==> src/rtl/alu_md_unit_if.sv <==
// Handshake and result bundle between the ID/EX register, the EX-stage execution unit and EX/MEM.
// The unit drives the slave side; the pipeline (or a testbench) drives the master side.
interface alu_md_unit_if #(
    parameter int WIDTH = 32
);
    logic             in_valid;
    logic             in_ready;
    logic [WIDTH-1:0] SrcA;
    logic [WIDTH-1:0] SrcB;
    logic [3:0]       ALU_Control;
    logic             flush;
    logic             out_valid;
    logic             out_ready;
    logic [WIDTH-1:0] ALU_Result;
    logic             Zero;
    logic             Overflow;
    logic [WIDTH-1:0] HI;
    logic [WIDTH-1:0] LO;

    modport master (
        output in_valid, SrcA, SrcB, ALU_Control, flush, out_ready,
        input  in_ready, out_valid, ALU_Result, Zero, Overflow, HI, LO
    );

    modport slave (
        input  in_valid, SrcA, SrcB, ALU_Control, flush, out_ready,
        output in_ready, out_valid, ALU_Result, Zero, Overflow, HI, LO
    );
endinterface

==> src/rtl/alu_md_unit.sv <==
// Handshaked EX-stage ALU with registered result plus iterative multiply/divide and HI/LO.
// Define ALU_DIV_EN to build the restoring divider; otherwise DIV/DIVU complete in one cycle with result 0.
module alu_md_unit #(
    parameter int WIDTH = 32,
    parameter int SHW   = $clog2(WIDTH)
) (
    input  logic         clk,
    input  logic         reset,
    alu_md_unit_if.slave bus
);

    typedef enum logic [1:0] {
        IDLE = 2'd0,
        MUL  = 2'd1,
        DIV  = 2'd2
    } state_e;

    localparam logic [SHW-1:0] LAST_STEP = SHW'(WIDTH - 1);

    state_e             state_q, state_d;
    logic [SHW-1:0]     cnt_q, cnt_d;
    logic               outValid_q, outValid_d;
    logic [WIDTH-1:0]   result_q, result_d;
    logic               ovf_q, ovf_d;
    logic [WIDTH-1:0]   hi_q, hi_d;
    logic [WIDTH-1:0]   lo_q, lo_d;
    logic               pend_q, pend_d;
    logic [WIDTH-1:0]   pendA_q, pendA_d;
    logic [WIDTH-1:0]   pendB_q, pendB_d;
    logic [3:0]         pendCtrl_q, pendCtrl_d;
    logic [WIDTH-1:0]   mcand_q, mcand_d;
    logic [2*WIDTH-1:0] prod_q, prod_d;
    logic               negRes_q, negRes_d;
`ifdef ALU_DIV_EN
    logic               negRem_q, negRem_d;
    logic               divZero_q, divZero_d;
    logic [WIDTH-1:0]   opA_q, opA_d;
`endif

    logic             outFree;
    logic             inReady;
    logic             accept;
    logic             isMulti;
    logic             signedOp;
    logic             lastStep;
    logic [WIDTH-1:0] magA;
    logic [WIDTH-1:0] magB;

    assign outFree  = !outValid_q || bus.out_ready;
    assign inReady  = (state_q == IDLE) && outFree;
    assign accept   = bus.in_valid && inReady && !bus.flush;
    assign signedOp = !bus.ALU_Control[0];
    assign lastStep = (cnt_q == LAST_STEP);
`ifdef ALU_DIV_EN
    assign isMulti  = (bus.ALU_Control[3:2] == 2'b11);
`else
    assign isMulti  = (bus.ALU_Control[3:2] == 2'b11) && !bus.ALU_Control[1];
`endif
    assign magA = (signedOp && bus.SrcA[WIDTH-1]) ? -bus.SrcA : bus.SrcA;
    assign magB = (signedOp && bus.SrcB[WIDTH-1]) ? -bus.SrcB : bus.SrcB;

    // Single-cycle ops are captured into a one-entry stage and evaluated from it on the next edge.
    logic [WIDTH-1:0] sum;
    logic [WIDTH-1:0] diff;
    logic [SHW-1:0]   shamt;
    logic [WIDTH-1:0] aluRes;
    logic             aluOvf;

    assign sum   = pendA_q + pendB_q;
    assign diff  = pendA_q - pendB_q;
    assign shamt = pendB_q[SHW-1:0];

    always_comb begin
        aluRes = '0;
        aluOvf = 1'b0;
        case (pendCtrl_q)
            4'b0000: aluRes = pendA_q & pendB_q;
            4'b0001: aluRes = pendA_q | pendB_q;
            4'b0010: begin
                aluRes = sum;
                aluOvf = (pendA_q[WIDTH-1] == pendB_q[WIDTH-1]) && (sum[WIDTH-1] != pendA_q[WIDTH-1]);
            end
            4'b0011: aluRes = {{(WIDTH-1){1'b0}}, (pendA_q < pendB_q)};
            4'b0100: aluRes = ~(pendA_q | pendB_q);
            4'b0101: aluRes = pendA_q ^ pendB_q;
            4'b0110: begin
                aluRes = diff;
                aluOvf = (pendA_q[WIDTH-1] != pendB_q[WIDTH-1]) && (diff[WIDTH-1] != pendA_q[WIDTH-1]);
            end
            4'b0111: aluRes = {{(WIDTH-1){1'b0}}, ($signed(pendA_q) < $signed(pendB_q))};
            4'b1000: aluRes = pendA_q << shamt;
            4'b1001: aluRes = pendA_q >> shamt;
            4'b1010: aluRes = $signed(pendA_q) >>> shamt;
            default: aluRes = '0;
        endcase
    end

    // Shift-add multiplier on magnitudes: upper half accumulates, lower half shifts out the multiplier.
    logic [WIDTH:0]     mulSum;
    logic [2*WIDTH-1:0] mulNext;
    logic [2*WIDTH-1:0] mulFinal;

    assign mulSum   = {1'b0, prod_q[2*WIDTH-1:WIDTH]} + (prod_q[0] ? {1'b0, mcand_q} : {(WIDTH+1){1'b0}});
    assign mulNext  = {mulSum, prod_q[WIDTH-1:1]};
    assign mulFinal = negRes_q ? -mulNext : mulNext;

`ifdef ALU_DIV_EN
    // Restoring divider reusing prod_q as {remainder, quotient} and mcand_q as the divisor.
    logic [WIDTH:0]     remShift;
    logic [WIDTH:0]     remSub;
    logic               remGe;
    logic [2*WIDTH-1:0] divNext;
    logic [WIDTH-1:0]   quotFinal;
    logic [WIDTH-1:0]   remFinal;

    assign remShift  = prod_q[2*WIDTH-1:WIDTH-1];
    assign remSub    = remShift - {1'b0, mcand_q};
    assign remGe     = (remShift >= {1'b0, mcand_q});
    assign divNext   = {(remGe ? remSub[WIDTH-1:0] : remShift[WIDTH-1:0]), prod_q[WIDTH-2:0], remGe};
    assign quotFinal = divZero_q ? {WIDTH{1'b1}} :
                       (negRes_q ? -divNext[WIDTH-1:0] : divNext[WIDTH-1:0]);
    assign remFinal  = divZero_q ? opA_q :
                       (negRem_q ? -divNext[2*WIDTH-1:WIDTH] : divNext[2*WIDTH-1:WIDTH]);
`endif

    // Next-state and datapath update; flush overrides everything except HI/LO history.
    always_comb begin
        state_d    = state_q;
        cnt_d      = cnt_q;
        outValid_d = outValid_q;
        result_d   = result_q;
        ovf_d      = ovf_q;
        hi_d       = hi_q;
        lo_d       = lo_q;
        pend_d     = pend_q;
        pendA_d    = pendA_q;
        pendB_d    = pendB_q;
        pendCtrl_d = pendCtrl_q;
        mcand_d    = mcand_q;
        prod_d     = prod_q;
        negRes_d   = negRes_q;
`ifdef ALU_DIV_EN
        negRem_d   = negRem_q;
        divZero_d  = divZero_q;
        opA_d      = opA_q;
`endif

        if (outValid_q && bus.out_ready) begin
            outValid_d = 1'b0;
        end
        if (pend_q && outFree) begin
            result_d   = aluRes;
            ovf_d      = aluOvf;
            outValid_d = 1'b1;
            pend_d     = 1'b0;
        end

        case (state_q)
            IDLE: begin
                if (accept) begin
                    if (isMulti) begin
                        cnt_d    = '0;
                        mcand_d  = magB;
                        prod_d   = {{WIDTH{1'b0}}, magA};
                        negRes_d = signedOp && (bus.SrcA[WIDTH-1] ^ bus.SrcB[WIDTH-1]);
`ifdef ALU_DIV_EN
                        negRem_d  = signedOp && bus.SrcA[WIDTH-1];
                        divZero_d = (bus.SrcB == '0);
                        opA_d     = bus.SrcA;
                        state_d   = bus.ALU_Control[1] ? DIV : MUL;
`else
                        state_d   = MUL;
`endif
                    end else begin
                        pend_d     = 1'b1;
                        pendA_d    = bus.SrcA;
                        pendB_d    = bus.SrcB;
                        pendCtrl_d = bus.ALU_Control;
                    end
                end
            end
            MUL: begin
                if (!lastStep || outFree) begin
                    cnt_d  = cnt_q + SHW'(1);
                    prod_d = mulNext;
                    if (lastStep) begin
                        hi_d       = mulFinal[2*WIDTH-1:WIDTH];
                        lo_d       = mulFinal[WIDTH-1:0];
                        result_d   = mulFinal[WIDTH-1:0];
                        ovf_d      = 1'b0;
                        outValid_d = 1'b1;
                        cnt_d      = '0;
                        state_d    = IDLE;
                    end
                end
            end
`ifdef ALU_DIV_EN
            DIV: begin
                if (!lastStep || outFree) begin
                    cnt_d  = cnt_q + SHW'(1);
                    prod_d = divNext;
                    if (lastStep) begin
                        hi_d       = remFinal;
                        lo_d       = quotFinal;
                        result_d   = quotFinal;
                        ovf_d      = 1'b0;
                        outValid_d = 1'b1;
                        cnt_d      = '0;
                        state_d    = IDLE;
                    end
                end
            end
`endif
            default: begin
                state_d = IDLE;
                cnt_d   = '0;
            end
        endcase

        if (bus.flush) begin
            state_d    = IDLE;
            cnt_d      = '0;
            outValid_d = 1'b0;
            pend_d     = 1'b0;
            result_d   = result_q;
            ovf_d      = ovf_q;
            hi_d       = hi_q;
            lo_d       = lo_q;
        end
    end

    always_ff @(posedge clk or posedge reset) begin
        if (reset) begin
            state_q    <= IDLE;
            cnt_q      <= '0;
            outValid_q <= 1'b0;
            result_q   <= '0;
            ovf_q      <= 1'b0;
            hi_q       <= '0;
            lo_q       <= '0;
            pend_q     <= 1'b0;
            pendA_q    <= '0;
            pendB_q    <= '0;
            pendCtrl_q <= '0;
            mcand_q    <= '0;
            prod_q     <= '0;
            negRes_q   <= 1'b0;
`ifdef ALU_DIV_EN
            negRem_q   <= 1'b0;
            divZero_q  <= 1'b0;
            opA_q      <= '0;
`endif
        end else begin
            state_q    <= state_d;
            cnt_q      <= cnt_d;
            outValid_q <= outValid_d;
            result_q   <= result_d;
            ovf_q      <= ovf_d;
            hi_q       <= hi_d;
            lo_q       <= lo_d;
            pend_q     <= pend_d;
            pendA_q    <= pendA_d;
            pendB_q    <= pendB_d;
            pendCtrl_q <= pendCtrl_d;
            mcand_q    <= mcand_d;
            prod_q     <= prod_d;
            negRes_q   <= negRes_d;
`ifdef ALU_DIV_EN
            negRem_q   <= negRem_d;
            divZero_q  <= divZero_d;
            opA_q      <= opA_d;
`endif
        end
    end

    assign bus.in_ready   = inReady;
    assign bus.out_valid  = outValid_q;
    assign bus.ALU_Result = result_q;
    assign bus.Zero       = (result_q == '0);
    assign bus.Overflow   = ovf_q;
    assign bus.HI         = hi_q;
    assign bus.LO         = lo_q;

endmodule

==> src/flat_wrapper.sv <==
// flat-port wrapper written by rule: the top's interface ports become plain ports
module alu_md_unit_flat 
#(
    parameter int WIDTH = 32,
    parameter int SHW   = $clog2(WIDTH)
)
  (clk, reset, bus_in_valid, bus_SrcA, bus_SrcB, bus_ALU_Control, bus_flush, bus_out_ready, bus_in_ready, bus_out_valid, bus_ALU_Result, bus_Zero, bus_Overflow, bus_HI, bus_LO);
  alu_md_unit_if #(.WIDTH(WIDTH)) bus_i ();
  input  logic clk;
  input  logic reset;
  input wire logic [$bits(bus_i.in_valid)-1:0] bus_in_valid;
  input wire logic [$bits(bus_i.SrcA)-1:0] bus_SrcA;
  input wire logic [$bits(bus_i.SrcB)-1:0] bus_SrcB;
  input wire logic [$bits(bus_i.ALU_Control)-1:0] bus_ALU_Control;
  input wire logic [$bits(bus_i.flush)-1:0] bus_flush;
  input wire logic [$bits(bus_i.out_ready)-1:0] bus_out_ready;
  output wire logic [$bits(bus_i.in_ready)-1:0] bus_in_ready;
  output wire logic [$bits(bus_i.out_valid)-1:0] bus_out_valid;
  output wire logic [$bits(bus_i.ALU_Result)-1:0] bus_ALU_Result;
  output wire logic [$bits(bus_i.Zero)-1:0] bus_Zero;
  output wire logic [$bits(bus_i.Overflow)-1:0] bus_Overflow;
  output wire logic [$bits(bus_i.HI)-1:0] bus_HI;
  output wire logic [$bits(bus_i.LO)-1:0] bus_LO;
  assign bus_i.in_valid = bus_in_valid;
  assign bus_i.SrcA = bus_SrcA;
  assign bus_i.SrcB = bus_SrcB;
  assign bus_i.ALU_Control = bus_ALU_Control;
  assign bus_i.flush = bus_flush;
  assign bus_i.out_ready = bus_out_ready;
  assign bus_in_ready = bus_i.in_ready;
  assign bus_out_valid = bus_i.out_valid;
  assign bus_ALU_Result = bus_i.ALU_Result;
  assign bus_Zero = bus_i.Zero;
  assign bus_Overflow = bus_i.Overflow;
  assign bus_HI = bus_i.HI;
  assign bus_LO = bus_i.LO;
  alu_md_unit #(.WIDTH(WIDTH), .SHW(SHW)) u_core (.clk(clk), .reset(reset), .bus(bus_i));
endmodule
==> config.mk <==
export PLATFORM = sky130hd
export DESIGN_NAME = alu_md_unit_flat
export DESIGN_NICKNAME = d
export VERILOG_FILES = /design/src/rtl/alu_md_unit_if.sv /design/src/rtl/alu_md_unit.sv /design/src/flat_wrapper.sv
export SDC_FILE = /design/constraint.sdc
export NUM_CORES = 1
export LEC_CHECK = 0
export ABC_CLOCK_PERIOD_IN_PS = 11200
export BUFFER_PORTS_ARGS = -buffer_cell sky130_fd_sc_hd__buf_2
export CAP_MARGIN = 20
export CORE_UTILIZATION = 35
export CTS_BUF_LIST = sky130_fd_sc_hd__clkbuf_4 sky130_fd_sc_hd__clkbuf_8
export CTS_CLUSTER_DIAMETER = 150
export DETAILED_ROUTE_END_ITERATION = 10
export PLACE_DENSITY_LB_ADDON = 0.3
export SETUP_SLACK_MARGIN = 0.02
export SLEW_MARGIN = 20
export SYNTH_ARGS = -nofsm -noshare
export SYNTH_HDL_FRONTEND = slang
export SYNTH_SLANG_ARGS = --single-unit
==> constraint.sdc <==
create_clock -name clk -period 11.2 [get_ports clk]
set_clock_uncertainty 0.2 [all_clocks]
set_input_delay 1.68 -clock clk [delete_from_list [all_inputs] [get_ports clk]]
set_output_delay 1.68 -clock clk [all_outputs]
set_load 0.02 [all_outputs]
# After elaboration in Yosys (flattened, before gate mapping)

Cells that the tools add are included.

Flip-flop bits (word level): 271
Input port bits: 73
Output and inout bits: 100

Add/sub/neg operators: 7
Order comparisons: 2
Eq/ne operators: 24
Shift operators: 3
Mux-type cells: 41
Bitwise logic cells: 7
Reductions and logical operators: 28

Operators by type and width:

| kind                 | number |
|---|---|
| $pmux W32 S11        | 1 |
| $mux W64             | 4 |
| $mux W32             | 7 |
| $pmux W64 S2         | 1 |
| $lt A32 B32 Y1       | 2 |
| $neg A32 Y32         | 2 |
| $neg A64 Y64         | 1 |
| $add A32 B33 Y33     | 1 |
| $add A32 B32 Y32     | 1 |
| $and A32 B32 Y32     | 1 |
| $logic_not A32 Y1    | 1 |
| $not A32 Y32         | 1 |
| $or A32 B32 Y32      | 1 |
| $shl A32 B5 Y32      | 1 |
| $shr A32 B5 Y32      | 1 |
| $sshr A32 B5 Y32     | 1 |
| $sub A32 B32 Y32     | 1 |
| $xor A32 B32 Y32     | 1 |
| $mux W5              | 5 |
| $eq A4 B3 Y1 const B | 4 |
| $mux W1              | 15 |
| $eq A4 B4 Y1 const B | 3 |
| $ne A3 B2 Y1 const B | 4 |
| $reduce_and A4 Y1    | 3 |
| 22 further kinds     | 49 |

# Logic depth before layout (Yosys ltp)

Depth after elaboration: 8
Mapped depth: 16
Depth with buffers taken out: 14

# Worst setup path after synthesis

Ideal clock, no wire load.

Path type: input port to flip-flop
Start: in bus_SrcA[6]
End: reg u_core.prod_q[27]
Data arrival time: 4290 ps
Slack: 6583 ps
Stages: 10
Cell sequence: or4_1 > or3_1 > or4_1 > nor4_1 > a21oi_1 > nor2_1 > xor2_1 > nor2_1 > a21oi_1 > a21oi_1

Cells in the longest elaborated chain, start to end: 5

RTL lines:

| what                 | line               | source |
|---|---|---|
| from (decl)          | flat_wrapper.sv:12 | `input wire logic [$bits(bus_i.SrcA)-1:0] bus_SrcA;` |
| $neg A32 Y32         | alu_md_unit.sv:59  | `assign magA = (signedOp && bus.SrcA[WIDTH-1]) ? -bus.SrcA : bus.SrcA;` |
| $mux W32             | alu_md_unit.sv:59  |  |
| $mux W64             | alu_md_unit.sv:161 | `if (isMulti) begin` |
| $mux W64             | alu_md_unit.sv:160 | `if (accept) begin` |
| $pmux W64 S2         | alu_md_unit.sv:158 | `case (state_q)` |
| to (signal assigned) | alu_md_unit.sv:266 | `prod_q <= prod_d;` |
| to (decl)            | alu_md_unit.sv:32  | `logic [2*WIDTH-1:0] prod_q, prod_d;` |

Every way passes these cells. The select of a mux whose other input is x is not followed.
A chain may end at the register's enable or synchronous reset.

# Worst setup path in the final report

Start: reg u_core.pendB_q[1]
End: reg u_core.result_q[28], in the netlist u_core.bus.ALU_Result[28]

Cells in the longest elaborated chain, start to end: 6
Elaborated cells on any way between the ends: 10
Classes of those cells: 2 x add/sub; 3 x shift; 5 x mux

RTL lines:

| what                                           | line               | source |
|---|---|---|
| from (decl)                                    | alu_md_unit.sv:29  | `logic [WIDTH-1:0] pendB_q, pendB_d;` |
| from (signal assigned)                         | alu_md_unit.sv:263 | `pendB_q <= pendB_d;` |
| $sub A32 B32 Y32, or another cell as far along | alu_md_unit.sv:70  | `assign diff = pendA_q - pendB_q;` |
| $pmux W32 S11 *                                | alu_md_unit.sv:76  | `case (pendCtrl_q)` |
| $mux W32 *                                     | alu_md_unit.sv:151 | `if (pend_q && outFree) begin` |
| $mux W32                                       | alu_md_unit.sv:186 | `if (lastStep) begin` |
| $mux W32                                       | alu_md_unit.sv:183 | `if (!lastStep \|\| outFree) begin` |
| $mux W32 *                                     | alu_md_unit.sv:158 |  |
| to (signal assigned)                           | alu_md_unit.sv:257 | `result_q <= result_d;` |
| to (decl)                                      | alu_md_unit.sv:23  | `logic [WIDTH-1:0] result_q, result_d;` |

Every way passes the cells marked *; elsewhere a longest branch is shown, timed or not.

==> summary.md <==
| Metric | Value |
|---|---|
| Outcome | `finished, final reports clean` |
| Row cnt | `95` |
| Critical path startpoint category | `flip-flop` |
| Mux contribution to synthesized area | `7.59%` |
| Post-Synth Simple-Gate Area | `20.2%` |
| Setup_tns | `0 ns` |
| # clock sinks | `270` |
| DRT Wirelength | `102000 um` |
| Nets | `3309` |
| Cts hold-fix bufs | `0` |
| Post-DR wirelength/cell | `25.4 um` |
| Vias post-DR | `24400` |
| Setup WS post-layout | `5.70 ns` |
| Final Critical Period | `5.50 ns` |
| CP Max Fanout | `40` |
| I/O pin total | `173` |
| Dpl cells | `3907` |
| Total congestion overflow | `0` |
| CTS tree | `done` |
| Via count normalized by instance count | `6.10` |
| Number of max-slew violations in the final report | `0` |
| Clock transition at path regs | `0.08 ns` |
| # H-tree levels | `2` |
| NetSw | `2.43 mW` |
| Synth Area in Compound Gates | `25.9%` |
| Comb pwr share | `49.2%` |
| WP data arrival | `5.89 ns` |
| Post_cts resized | `0` |
| CORE AREA | `67600 um2` |
| Crit path required time | `11.60 ns` |
| Largest family of logic cells by synthesized area | `compound AO/OA/AOI/OAI gates` |
| Vias in the first global route | `22500` |
| Die Area | `69900 um2` |
| Post-synth EDFFs | `0` |
| Clock Power Share | `22.6%` |
| Setup Buffers After CTS | `0` |
| Relative slew slack | `24.1%` |
| DR iter-0 viols | `3193` |
| Slew @ Worst Pin | `1.13 ns` |
| Area Growth Syn to Fin | `11.5%` |
| WHS | `0.270 ns` |
| Root buf cell | `clkbuf_8` |
| Cells after synthesis | `3028` |
| Antenna violations before repair | `9` |
| Internal | `2.69 mW` |
| Initial Utilization | `35.7%` |
| Count of final setup violators | `0` |
| Post-synthesis cell type count | `86` |
| IO buf count | `172` |
| Most frequent cells in the layout | `376 x nand2_1, 339 x o21ai_0, 277 x nor2_1` |
| Pin count of the biggest net entering global routing | `94` |
| Switch share | `47.4%` |
| Later-pin clock latency in the skew report | `0.68 ns` |
| Total GRT Usage | `28.4%` |
| Leakage power | `11.9 nW` |
| Die Ht | `264 um` |
| Ys Warns | `0` |
| Layout cells sized above 1 | `13.4%` |
| Place WS | `5.92 ns` |
| Asr flop ratio synth | `100%` |
| Clock tree buffer depth | `3` |
| Antenna viol nets, final | `0` |
| HPWL after detailed placement | `77100 um` |
| CP Capture Type | `flip-flop` |
| Sequential power share | `28.2%` |
| RSZ-0062 raised after global routing | `no` |
| Max-Cap Viols | `0` |
| Fraction of the yosys area taken by sequential cells | `28.0%` |
| Maximum clock rate | `182 MHz` |
| Total Power | `5.12 mW` |
| Final hold viol count | `0` |
| Pwr Density | `190 nW/um2` |
| Main flop type after synthesis | `dfrtp_1` |
| Synth Area per Inst | `7.96 um2` |
| Mapped Area | `24100 um2` |
| Total CTS buffers | `51` |
| Final Cycle Share | `49.1%` |
| Initial DRT Pass Iterations | `5` |
| Placer congestion estimate | `1.01` |
| Commonest non-fill, non-tap cell in the layout | `nand2_1` |
| Hold crit path type | `flip-flop to flip-flop` |
| DR DRC count | `0` |
| Synth Area in Adders | `7.83%` |
| Syn Nets | `3250` |
| WS Path Type | `flip-flop to flip-flop` |
| XOR/XNOR Fraction of Synth Area | `5.38%` |
| Flop-to-flop setup slack | `5.70 ns` |
| Die width | `264 um` |
| FF+latch count, synth | `270` |
| Layout Cells excl Fill | `4005` |
| Wire length of the first global-routing pass | `151000 um` |
| Peak supply drop | `0.0922 mV` |
path summary, 6_finish.rpt:
path	startpoint	end	cells past startpoint
min in group asynchronous	reset	u_core.pendB_q[24]	2
worst min-delay path	u_core.bus.HI[19]	u_core.bus.HI[19]	2
max in group asynchronous	reset	u_core.pendB_q[0]	4
worst max register to register	u_core.pendB_q[1]	u_core.bus.ALU_Result[28]	12
worst max-delay path	u_core.pendB_q[1]	u_core.bus.ALU_Result[28]	12
worst min register to register	u_core.bus.HI[19]	u_core.bus.HI[19]	2
layer usage:
layer	track usage (%)	part of all wire, %	vias up	wire length (um)
li1	-	-	11200	-
met1	39.2	43	11800	43200
met2	41.7	42	1255	43000
met3	5.92	9.4	244	9520
met4	14.9	5.7	10	5740
met5	0	0.066	-	67
cell usage after synthesis (all sizes together) (38+ instances only):
cell / instances / share of area [%]
nand2: 377 / 5.9
o21ai: 348 / 7.2
nor2: 281 / 4.4
dfrtp: 270 / 28
a21oi: 232 / 4.8
clkbuf: 165 / 2.6
ha: 146 / 7.6
inv: 117 / 1.8
xor2: 84 / 3.1
xnor2: 64 / 2.3
mux4: 63 / 5.9
nor3: 58 / 1.2
nand3: 57 / 1.2
a21o: 51 / 1.6
and2: 46 / 1.2
o31ai: 43 / 1.3
nor4: 39 / 1.0
buf: 38 / 0.63
or3: 38 / 1.0
stage by stage:
| stage | cell area, um2 | util (%) |
|---|---|---|
| finish | 26900 | 39.7 |
| global route | 26900 | 39.7 |
| CTS | 26900 | 39.7 |
| detailed placement | 25700 | 38.0 |
| global placement | 25700 | 38.0 |
| floorplan | 24100 | - |
power by group through the flow:
stage               clock network [mW]  registers [mW]  logic, mW
floorplan                            0            1.36       1.67
global placement                     0            1.45       2.44
detailed placement                   0            1.45       2.43
CTS                               1.18            1.43       2.45
global route                      1.22            1.46       2.70
finish                            1.16            1.44       2.52
final cells by class:
type / instances / area [um2]
inverter: 121 / 462
tap: 873 / 1090
antenna: 4 / 10.0
clock inverter: 16 / 200
clock buffer: 78 / 992
timing repair buffer: 209 / 1140
multi-input combinational: 2434 / 16200
fill: 6994 / 40800
sequential: 270 / 6770
registers in the layout, indices dropped and copies added (netlist names):
signal,count
u_core.bus.Overflow,1
u_core.pendB_q,32
u_core.bus.LO,32
u_core.bus.ALU_Result,32
u_core.negRes_q,1
u_core.prod_q,64
u_core.pendCtrl_q,4
u_core.bus.HI,32
u_core.pendA_q,32
u_core.pend_q,1
u_core.mcand_q,32
u_core.bus.out_valid,1
u_core.cnt_q,5
u_core.state_q,1
critical path, stage by stage (launching register included):
cell      delay, ns
dfrtp_2        0.94
buf_4          0.50
fa_1           0.29
a21o_1         0.26
nand4_1        0.19
a32oi_1        0.70
a211oi_1       0.33
nor3_1         0.56
nor3_1         0.24
or4_1          0.45
and4_1         0.22
o32ai_1        0.27
a221o_1        0.19
logic make-up (layout without fill, tap and decap cells):
| kind of cell | count (synthesis) | count (layout) |
|---|---|---|
| and+or+nand+nor | 1040 | 1040 |
| buffers and inverters | 324 | 424 |
| other | 0 | 4 |
| xor gates and xnor gates | 148 | 148 |
| DFF | 270 | 270 |
| adders and majority gates | 149 | 149 |
| AOI/OAI and AO/OA | 994 | 994 |
| muxes | 103 | 103 |
(Power assumes the default switching activity.)
